**src/rtl/int_div_pkg.sv**
```systemverilog
// Shared types and constants for the iterative integer divider.
package int_div_pkg;

  localparam int unsigned XLEN_DEFAULT = 64;
  localparam int unsigned DIV_STEPS    = XLEN_DEFAULT;

  typedef enum logic [1:0] {
    IDLE = 2'd0,
    CALC = 2'd1,
    DONE = 2'd2
  } div_state_e;

endpackage

```
**src/rtl/int_div_cseladd.sv**
```systemverilog
// Carry-select adder: each block precomputes sums for carry-in 0 and 1,
// and the rippled block carry picks one of them.
module int_div_cseladd #(
  parameter int unsigned W   = 65,
  parameter int unsigned BLK = 8
) (
  input  logic [W-1:0] a_i,
  input  logic [W-1:0] b_i,
  input  logic         cin_i,
  output logic [W-1:0] sum_o
);

  localparam int unsigned NB = (W + BLK - 1) / BLK;

  logic [NB-1:0] blk_c;

  assign blk_c[0] = cin_i;

  for (genvar g = 0; g < NB; g++) begin : g_blk
    localparam int unsigned LO = g * BLK;
    localparam int unsigned BW = ((W - LO) < BLK) ? (W - LO) : BLK;

    if (g == NB - 1) begin : g_last
      // The top block's carry-out leaves the adder, so it is not formed.
      logic [BW-1:0] s0, s1;
      assign s0 = a_i[LO +: BW] + b_i[LO +: BW];
      assign s1 = a_i[LO +: BW] + b_i[LO +: BW] + BW'(1);
      assign sum_o[LO +: BW] = blk_c[g] ? s1 : s0;
    end else begin : g_mid
      logic [BW:0] s0, s1;
      assign s0 = {1'b0, a_i[LO +: BW]} + {1'b0, b_i[LO +: BW]};
      assign s1 = {1'b0, a_i[LO +: BW]} + {1'b0, b_i[LO +: BW]} + (BW+1)'(1);
      assign sum_o[LO +: BW] = blk_c[g] ? s1[BW-1:0] : s0[BW-1:0];
      assign blk_c[g+1]      = blk_c[g] ? s1[BW]     : s0[BW];
    end
  end

endmodule

```
**src/rtl/int_div.sv**
```systemverilog
// Restoring radix-2 integer divider, signed or unsigned, one quotient bit
// per cycle; result packs {remainder, quotient}.
module int_div
  import int_div_pkg::*;
#(
  parameter int unsigned XLEN = DIV_STEPS
) (
  input  logic              clk,
  input  logic              rst,
  input  logic [XLEN-1:0]   inp1,
  input  logic [XLEN-1:0]   inp2,
  input  logic              is_signed,
  input  logic              start,
  output logic              busy,
  output logic              ready,
  output logic [2*XLEN-1:0] int_div_out
);

  localparam int unsigned CNT_W = $clog2(XLEN);

  function automatic logic [XLEN-1:0] cond_neg(input logic [XLEN-1:0] v,
                                               input logic            en);
    return en ? (~v + XLEN'(1)) : v;
  endfunction

  div_state_e        state_q, state_d;
  logic [CNT_W-1:0]  cnt_q, cnt_d;
  logic [XLEN-1:0]   dvd_q, dvd_d;
  logic [XLEN-1:0]   dvs_q, dvs_d;
  logic              sgn_q, sgn_d;
  logic [XLEN-1:0]   quo_q, quo_d;
  logic [XLEN-1:0]   rem_q, rem_d;
  logic              busy_q, busy_d;
  logic              ready_q, ready_d;
  logic [2*XLEN-1:0] out_q, out_d;

  logic [XLEN-1:0] dvs_mag;
  logic [XLEN:0]   sub_a, sub_b, sub_diff;
  logic            step_ge;
  logic [XLEN-1:0] quo_step, rem_step;
  logic            dvs_zero, neg_quo, neg_rem, last_step;

  assign dvs_mag   = cond_neg(dvs_q, sgn_q & dvs_q[XLEN-1]);
  assign dvs_zero  = ~|dvs_q;
  assign last_step = (cnt_q == CNT_W'(XLEN - 1));
  assign neg_quo   = sgn_q & (dvd_q[XLEN-1] ^ dvs_q[XLEN-1]);
  assign neg_rem   = sgn_q & dvd_q[XLEN-1];

  // Shift the next dividend bit into the partial remainder, then trial-subtract.
  assign sub_a = {rem_q, quo_q[XLEN-1]};
  assign sub_b = ~{1'b0, dvs_mag};

  int_div_cseladd #(
    .W   (XLEN + 1),
    .BLK (8)
  ) u_sub (
    .a_i   (sub_a),
    .b_i   (sub_b),
    .cin_i (1'b1),
    .sum_o (sub_diff)
  );

  assign step_ge  = ~sub_diff[XLEN];
  assign rem_step = step_ge ? sub_diff[XLEN-1:0] : sub_a[XLEN-1:0];
  assign quo_step = {quo_q[XLEN-2:0], step_ge};

  always_ff @(posedge clk or negedge rst) begin
    if (!rst) begin
      state_q <= IDLE;
      cnt_q   <= '0;
      dvd_q   <= '0;
      dvs_q   <= '0;
      sgn_q   <= 1'b0;
      quo_q   <= '0;
      rem_q   <= '0;
      busy_q  <= 1'b0;
      ready_q <= 1'b0;
      out_q   <= '0;
    end else begin
      state_q <= state_d;
      cnt_q   <= cnt_d;
      dvd_q   <= dvd_d;
      dvs_q   <= dvs_d;
      sgn_q   <= sgn_d;
      quo_q   <= quo_d;
      rem_q   <= rem_d;
      busy_q  <= busy_d;
      ready_q <= ready_d;
      out_q   <= out_d;
    end
  end

  always_comb begin
    state_d = state_q;
    cnt_d   = cnt_q;
    dvd_d   = dvd_q;
    dvs_d   = dvs_q;
    sgn_d   = sgn_q;
    quo_d   = quo_q;
    rem_d   = rem_q;
    busy_d  = busy_q;
    ready_d = ready_q;
    out_d   = out_q;

    unique case (state_q)
      IDLE, DONE: begin
        if (start) begin
          dvd_d   = inp1;
          dvs_d   = inp2;
          sgn_d   = is_signed;
          quo_d   = cond_neg(inp1, is_signed & inp1[XLEN-1]);
          rem_d   = '0;
          cnt_d   = '0;
          busy_d  = 1'b1;
          ready_d = 1'b0;
          state_d = CALC;
        end
      end
      CALC: begin
        // A zero divisor skips the iteration and finishes on the first step.
        if (dvs_zero) begin
          out_d   = {dvd_q, {XLEN{1'b1}}};
          busy_d  = 1'b0;
          ready_d = 1'b1;
          state_d = DONE;
        end else begin
          quo_d = quo_step;
          rem_d = rem_step;
          cnt_d = cnt_q + CNT_W'(1);
          if (last_step) begin
            out_d   = {cond_neg(rem_step, neg_rem), cond_neg(quo_step, neg_quo)};
            busy_d  = 1'b0;
            ready_d = 1'b1;
            state_d = DONE;
          end
        end
      end
      default: begin
        state_d = IDLE;
        busy_d  = 1'b0;
        ready_d = 1'b0;
      end
    endcase
  end

  assign busy        = busy_q;
  assign ready       = ready_q;
  assign int_div_out = out_q;

endmodule

```
**config.mk**
```make
export PLATFORM = sky130hd
export DESIGN_NAME = int_div
export DESIGN_NICKNAME = d
export VERILOG_FILES = /design/src/rtl/int_div_pkg.sv /design/src/rtl/int_div_cseladd.sv /design/src/rtl/int_div.sv
export SDC_FILE = /design/constraint.sdc
export NUM_CORES = 1
export LEC_CHECK = 0
export ABC_AREA = 1
export BUFFER_PORTS_ARGS = -buffer_cell sky130_fd_sc_hd__buf_4
export CAP_MARGIN = 10
export CORE_AREA = 2 2 220 222
export CTS_BUF_LIST = sky130_fd_sc_hd__clkbuf_8
export CTS_CLUSTER_SIZE = 24
export DETAILED_ROUTE_END_ITERATION = 10
export DIE_AREA = 0 0 222 224
export PLACE_DENSITY = 0.8
export SLEW_MARGIN = 20
export SYNTH_ARGS = -nofsm -noshare
export SYNTH_HDL_FRONTEND = slang
export SYNTH_SLANG_ARGS = --single-unit
```
**constraint.sdc**
```tcl
create_clock -name clk -period 12.6 [get_ports clk]
set_input_delay 3.78 -clock clk [delete_from_list [all_inputs] [get_ports clk]]
set_output_delay 3.78 -clock clk [all_outputs]
set_load 0.01 [all_outputs]
```
==> impl_metrics.json, run 1 <==
{
  "ys_ff_latch": 394,
  "yosysTopAreaCellShare": 0.351,
  "fp-row-count": 80,
  "dp_hpwl_mm": 63.3,
  "yosysWarnings": 0,
  "cts.sinks": 394,
  "first_pass_iters": 6,
  "synthTopCellsByCount": "nand2_1, inv_1, nor2_1, dfrtp_1, nand3_1",
  "ys_seq_area_frac": 0.351,
  "hold_path_end": "dvd_q[6]",
  "rsz0062_at_grt": "false",
  "worstSetupPathType": "flop to flop",
  "drtIter0Drc": 2906,
  "setup_tns_ns": 0,
  "fmax_mhz": 93.7,
  "whs_path_depth": 2,
  "required_ns": 13.12,
  "synth.avg_cell_area_um2": 6.91,
  "synthArstFlopShare": 1.00,
  "viasPerCell": 5.65,
  "regArea_um2": 9860,
  "core_um2": 47300,
  "synth_xor_area_frac": 0.0709,
  "vias": 27842,
  "cts_tree": "done",
  "syn_inst": 4059,
  "area_growth_pct": 13.1,
  "yosysMostFrequentCell": "nand2_1",
  "ant_nets": 0,
  "grt_max_degree": 169,
  "cts-buffers-inserted": 69,
  "cts_setup_buffers": 0,
  "design_area_um2": 31700,
  "dpl_cell_area_um2": 30300,
  "slew_viol_final": 0,
  "design.die.area_um2": 49700,
  "grt_pass1_vias": 25976,
  "wl_mm": 83.9,
  "nets": 4472,
  "muxShareOfSynthArea": 0.00147,
  "syn_nets": 4275,
  "die_h_um": 224,
  "routabilityCongestion": 0.974,
  "worstPathArrival_ns": 11.20,
  "grt_pass1_wl_mm": 134,
  "max_stage_delay_ns": 0.57,
  "worstHoldStart": "dvd_q[6]",
  "ctsRootBufferMaster": "clkbuf_8",
  "grt_use_total": 0.335,
  "synth_top_family_by_area": "simple AND/OR/NAND/NOR gates",
  "status": "finished clean",
  "grt_antenna_before_repair": 0,
  "drc": 0,
  "fin_crit_ns": 10.67,
  "relSlewSlack": 0.345,
  "clkSlewWorstSetupHoldPaths_ns": 0.06,
  "die_x_um": 222,
  "maxCapViolations": 0,
  "synth-compound-area-share": 0.124,
  "synth_cell_types": 58,
  "synth_fa_ha_area_frac": 0.0396,
  "start_util": 0.593,
  "synth_enable_flop_cells": 0,
  "end_kind": "flop",
  "overflow": 0,
  "rrSetupSlack_ns": 1.93,
  "crit_path_start_kind": "flop",
  "cts-resized-gates": 0,
  "setup_violations": 0,
  "rr_worst_depth": 58,
  "crit_fanout": 60,
  "tightest_slew_ns": 0.981,
  "multi_input_area_um2": 15700,
  "reg2reg_to": "int_div_out[56]",
  "fillers": 4366,
  "drive_above_1_share": 0.112,
  "h-tree-depth": 3,
  "place.port_buffers": 261,
  "clock_skew_ns": 0.0371,
  "hold_buffers": 0,
  "yosys.area_share.simple": 0.321,
  "r2r_start": "dvs_q[3]",
  "synth_top_area_cell": "dfrtp_1",
  "crit_top_cell": "nand2_1",
  "boundaryPins": 262,
  "syn_area_um2": 28100,
  "num_antenna_cells": 0,
  "min_path_type": "flop to flop",
  "synthTopCellsByArea": "dfrtp_1, nand2_1, inv_1, xor2_1, nor2_1",
  "final.period_utilization": 0.847,
  "synthFlopType": "dfrtp_1",
  "cts_buffer_depth": 3,
  "hold_viol": 0,
  "insertion_delay_ns": 0.67,
  "crit_slowest_cell": "nand3_4",
  "routedWlPerCell_um": 17.0,
  "holdWs_ns": 0.476
}
## through the flow
| stage | utilization | cells | setup slack, ns |
|---|---|---|---|
| after floorplan | - | 4059 | 3.91 |
| after global placement | 0.641 | 4800 | 2.53 |
| after detailed placement | 0.641 | 4800 | 2.23 |
| after CTS | 0.670 | 4925 | 2.16 |
| after global routing | 0.670 | 4925 | 0.710 |
| final | 0.670 | 4925 | 1.93 |
## kinds of logic (layout without fill, tap and decap cells)
group | Yosys count | after routing
buffers and inverters | 659 | 910
flip-flops | 394 | 394
AND/OR/NAND/NOR | 2098 | 2098
multiplexers | 4 | 4
adder cells (fa/ha/maj) | 84 | 84
XOR/XNOR | 227 | 227
AO/OA/AOI/OAI | 593 | 593
## layer usage
layer | part of all wire | vias to the layer above | track usage
li1 | - | 13622 | -
met1 | 0.42 | 12932 | 0.451
met2 | 0.46 | 1095 | 0.538
met3 | 0.081 | 193 | 0.0598
met4 | 0.040 | 0 | 0.134
met5 | 0 | - | 0
## state kept, by name (all words and copies together) (netlist names)
name / cells
rem_q: 64
sgn_q: 1
quo_q: 64
dvs_q: 64
int_div_out: 128
dvd_q: 64
busy: 1
cnt_q: 6
state_q: 2
## worst max-delay path, delay by kind of cell, from the launching register on
kind | cells | cell delay [ns]
and+or+nand+nor | 35 | 6.22
adders and majority gates | 2 | 0.67
xor gates and xnor gates | 3 | 0.52
DFF | 1 | 0.42
buffers and inverters | 8 | 0.75
AOI/OAI and AO/OA | 10 | 1.87
## cells in the final DEF (no fill, tap or decap), types with 6 or more instances in the layout
master,netlist,final
a21o_1,8,8
a21oi_1,148,148
a31oi_1,24,24
buf_4,6,282
clkbuf_8,0,90
clkinv_2,0,7
dfrtp_1,394,394
fa_1,8,8
ha_1,76,76
inv_1,489,514
inv_2,9,9
nand2_1,1169,1169
nand2_2,19,19
nand2_4,6,6
nand3_1,238,238
nand3_2,8,8
nand3b_1,37,37
nand4_1,58,58
nor2_1,410,405
nor2_2,11,12
nor2_4,5,9
nor3_1,57,57
nor4_1,51,51
o211ai_1,11,11
o21ai_0,209,209
o21ai_1,26,25
o21ai_2,11,12
o221ai_1,59,59
o22ai_1,74,74
o31ai_1,8,8
or2_2,12,12
xnor2_1,51,51
xor2_1,176,176
## how the worst max path moves through the flow
stage	cells after the start	end	startpoint	slack (ns)
3_5_place_dp	58	int_div_out[56]	dvs_q[3]	2.23
3_3_place_gp	58	int_div_out[56]	dvs_q[3]	2.53
5_1_grt	58	int_div_out[56]	dvs_q[3]	0.71
4_1_cts	58	int_div_out[56]	dvs_q[3]	2.16
2_1_floorplan	61	int_div_out[56]	dvs_q[3]	3.91
6_report	58	int_div_out[56]	dvs_q[3]	1.93
## cell type report
cell class	count	share of cell area
clock inverters	35	0.00493
inverters	501	0.0595
well taps	615	0.0243
flip-flops and latches	394	0.311
clock buffers	90	0.0390
repair buffers	284	0.0678
multi-input cells	3006	0.494
Power of run 1 is not shown: default switching activity piles up to over one toggle a cycle in this logic, so the estimate is an artifact.
==> run 2: changes to the inputs <==
clock period = 10.5 ns   (was 12.6 ns; I/O delays follow)
==> impl_metrics.json, run 2 (synthesis gave the netlist of run 1 again) <==
{
  "grt_antenna_before_repair": 1,
  "design_area_um2": 31800,
  "final_cell_mix": "nand2_1, inv_1, nor2_1",
  "drive_above_1_share": 0.114,
  "core_um2": 47300,
  "crit_cells": 57,
  "rsz0062_at_grt": "false",
  "drc": 0,
  "dp_hpwl_mm": 62.9,
  "crit_path_start": "dvs_q[3]",
  "ctsRootBufferMaster": "clkbuf_8",
  "grt_max_degree": 147,
  "max_stage_delay_ns": 0.45,
  "worstSetupPathType": "flop to flop",
  "crit_family": "simple AND/OR/NAND/NOR gates",
  "status": "finished clean",
  "drtIter0Drc": 2973,
  "vias": 28052,
  "start_util": 0.593,
  "cts.sinks": 394,
  "end_kind": "flop",
  "cts-buffers-inserted": 70,
  "routabilityCongestion": 0.987,
  "dpl_cell_area_um2": 30400,
  "insertion_delay_ns": 0.69,
  "crit_fanout": 13,
  "setup_tns_ns": 0,
  "relSlewSlack": 0.298,
  "fp-row-count": 80,
  "design.die.area_um2": 49700,
  "clock_skew_ns": 0.0299,
  "worstPathArrival_ns": 10.04,
  "first_pass_iters": 6,
  "crit_path_start_kind": "flop",
  "grt_pass1_wl_mm": 135,
  "overflow": 0,
  "r2r_start": "dvs_q[3]",
  "crit_top_cell": "nand2_1",
  "maxCapViolations": 0,
  "cts_buffer_depth": 3,
  "rrSetupSlack_ns": 1.0,
  "layout_commonest_cell": "nand2_1",
  "slew_viol_final": 0,
  "path_buf_inv": 8,
  "cts_tree": "done",
  "area_growth_pct": 13.2,
  "grt_use_total": 0.339,
  "fin_crit_ns": 9.50,
  "h-tree-depth": 3,
  "cts_setup_buffers": 0,
  "clkSlewWorstSetupHoldPaths_ns": 0.06,
  "die_h_um": 224,
  "die_x_um": 222,
  "final_core_util": 0.671,
  "crit_slowest_cell": "or4_1",
  "ant_nets": 0,
  "final.period_utilization": 0.905,
  "wl_mm": 84.8,
  "fmax_mhz": 105,
  "hold_viol": 0,
  "min_path_type": "flop to flop",
  "nets": 4476,
  "boundaryPins": 262,
  "endpoint": "int_div_out[60]",
  "rr_worst_depth": 57,
  "largest_reg_flops": 128,
  "place.port_buffers": 261,
  "required_ns": 11.04,
  "tightest_slew_ns": 1.05,
  "grt_pass1_vias": 26007,
  "viasPerCell": 5.70,
  "setup_violations": 0,
  "reg2reg_to": "int_div_out[60]",
  "routedWlPerCell_um": 17.2
}
[run 2: cell count changes in the layout (fill, tap and decap cells not counted), sizes merged]
| cell | change |
|---|---|
| clkbuf | -7 |
| inv | -6 |
| clkinv | +5 |
| buf | +3 |
| bufinv | +2 |
| clkinvlp | -2 |
| diode | +2 |
[run 2: worst min path at each step]
stage               from         to  slack (ns)  cells past startpoint
3_5_place_dp   dvd_q[12]  dvd_q[12]        0.46                      2
6_report       dvd_q[24]  dvd_q[24]        0.47                      2
5_1_grt        dvd_q[24]  dvd_q[24]        0.50                      2
2_1_floorplan   dvd_q[0]   dvd_q[0]        0.44                      2
3_3_place_gp    dvd_q[6]   dvd_q[6]        0.45                      2
4_1_cts        dvd_q[24]  dvd_q[24]        0.47                      2
[run 2: worst reg2reg max path: cells and delay by family (launching register included)]
| kind | cells | cell delay (ns) |
|---|---|---|
| compound gates | 10 | 1.78 |
| xor+xnor | 3 | 0.61 |
| fa+ha+maj | 2 | 0.63 |
| buf+inv | 8 | 0.80 |
| flops | 1 | 0.41 |
| simple gates | 34 | 5.13 |
[run 2: layer usage]
layer  GRT usage  share of wire
met1       0.461           0.42
met2       0.540           0.46
met3      0.0493          0.078
met4       0.155          0.046
met5           0              0
[run 2: cell type report]
type,instances,area [um^2]
Fill cell,4272,15600
Sequential cell,394,9860
Inverter,501,1890
Timing Repair Buffer,287,2190
Clock buffer,83,1140
Clock inverter,34,225
Antenna cell,2,5.00
Multi-Input combinational cell,3006,15700
Tap cell,615,769
[run 2: metrics by stage]
stage               instances  worst slack (ns)  hold WS, ns
global route             4922            0.0116        0.496
detailed placement       4803             0.741        0.459
CTS                      4920             0.676        0.473
finish                   4922             0.995        0.468
floorplan                4059              1.81        0.437
global placement         4803              1.06        0.449
[run 2: repair_timing]
item                                    in CTS  in global routing
hold buffers                                 0                  0
endpoints found under the hold margin        0                  0
endpoints found under the setup margin       0                  9
resized for setup                            0                  7
Power of run 2 is left out for the same reason.
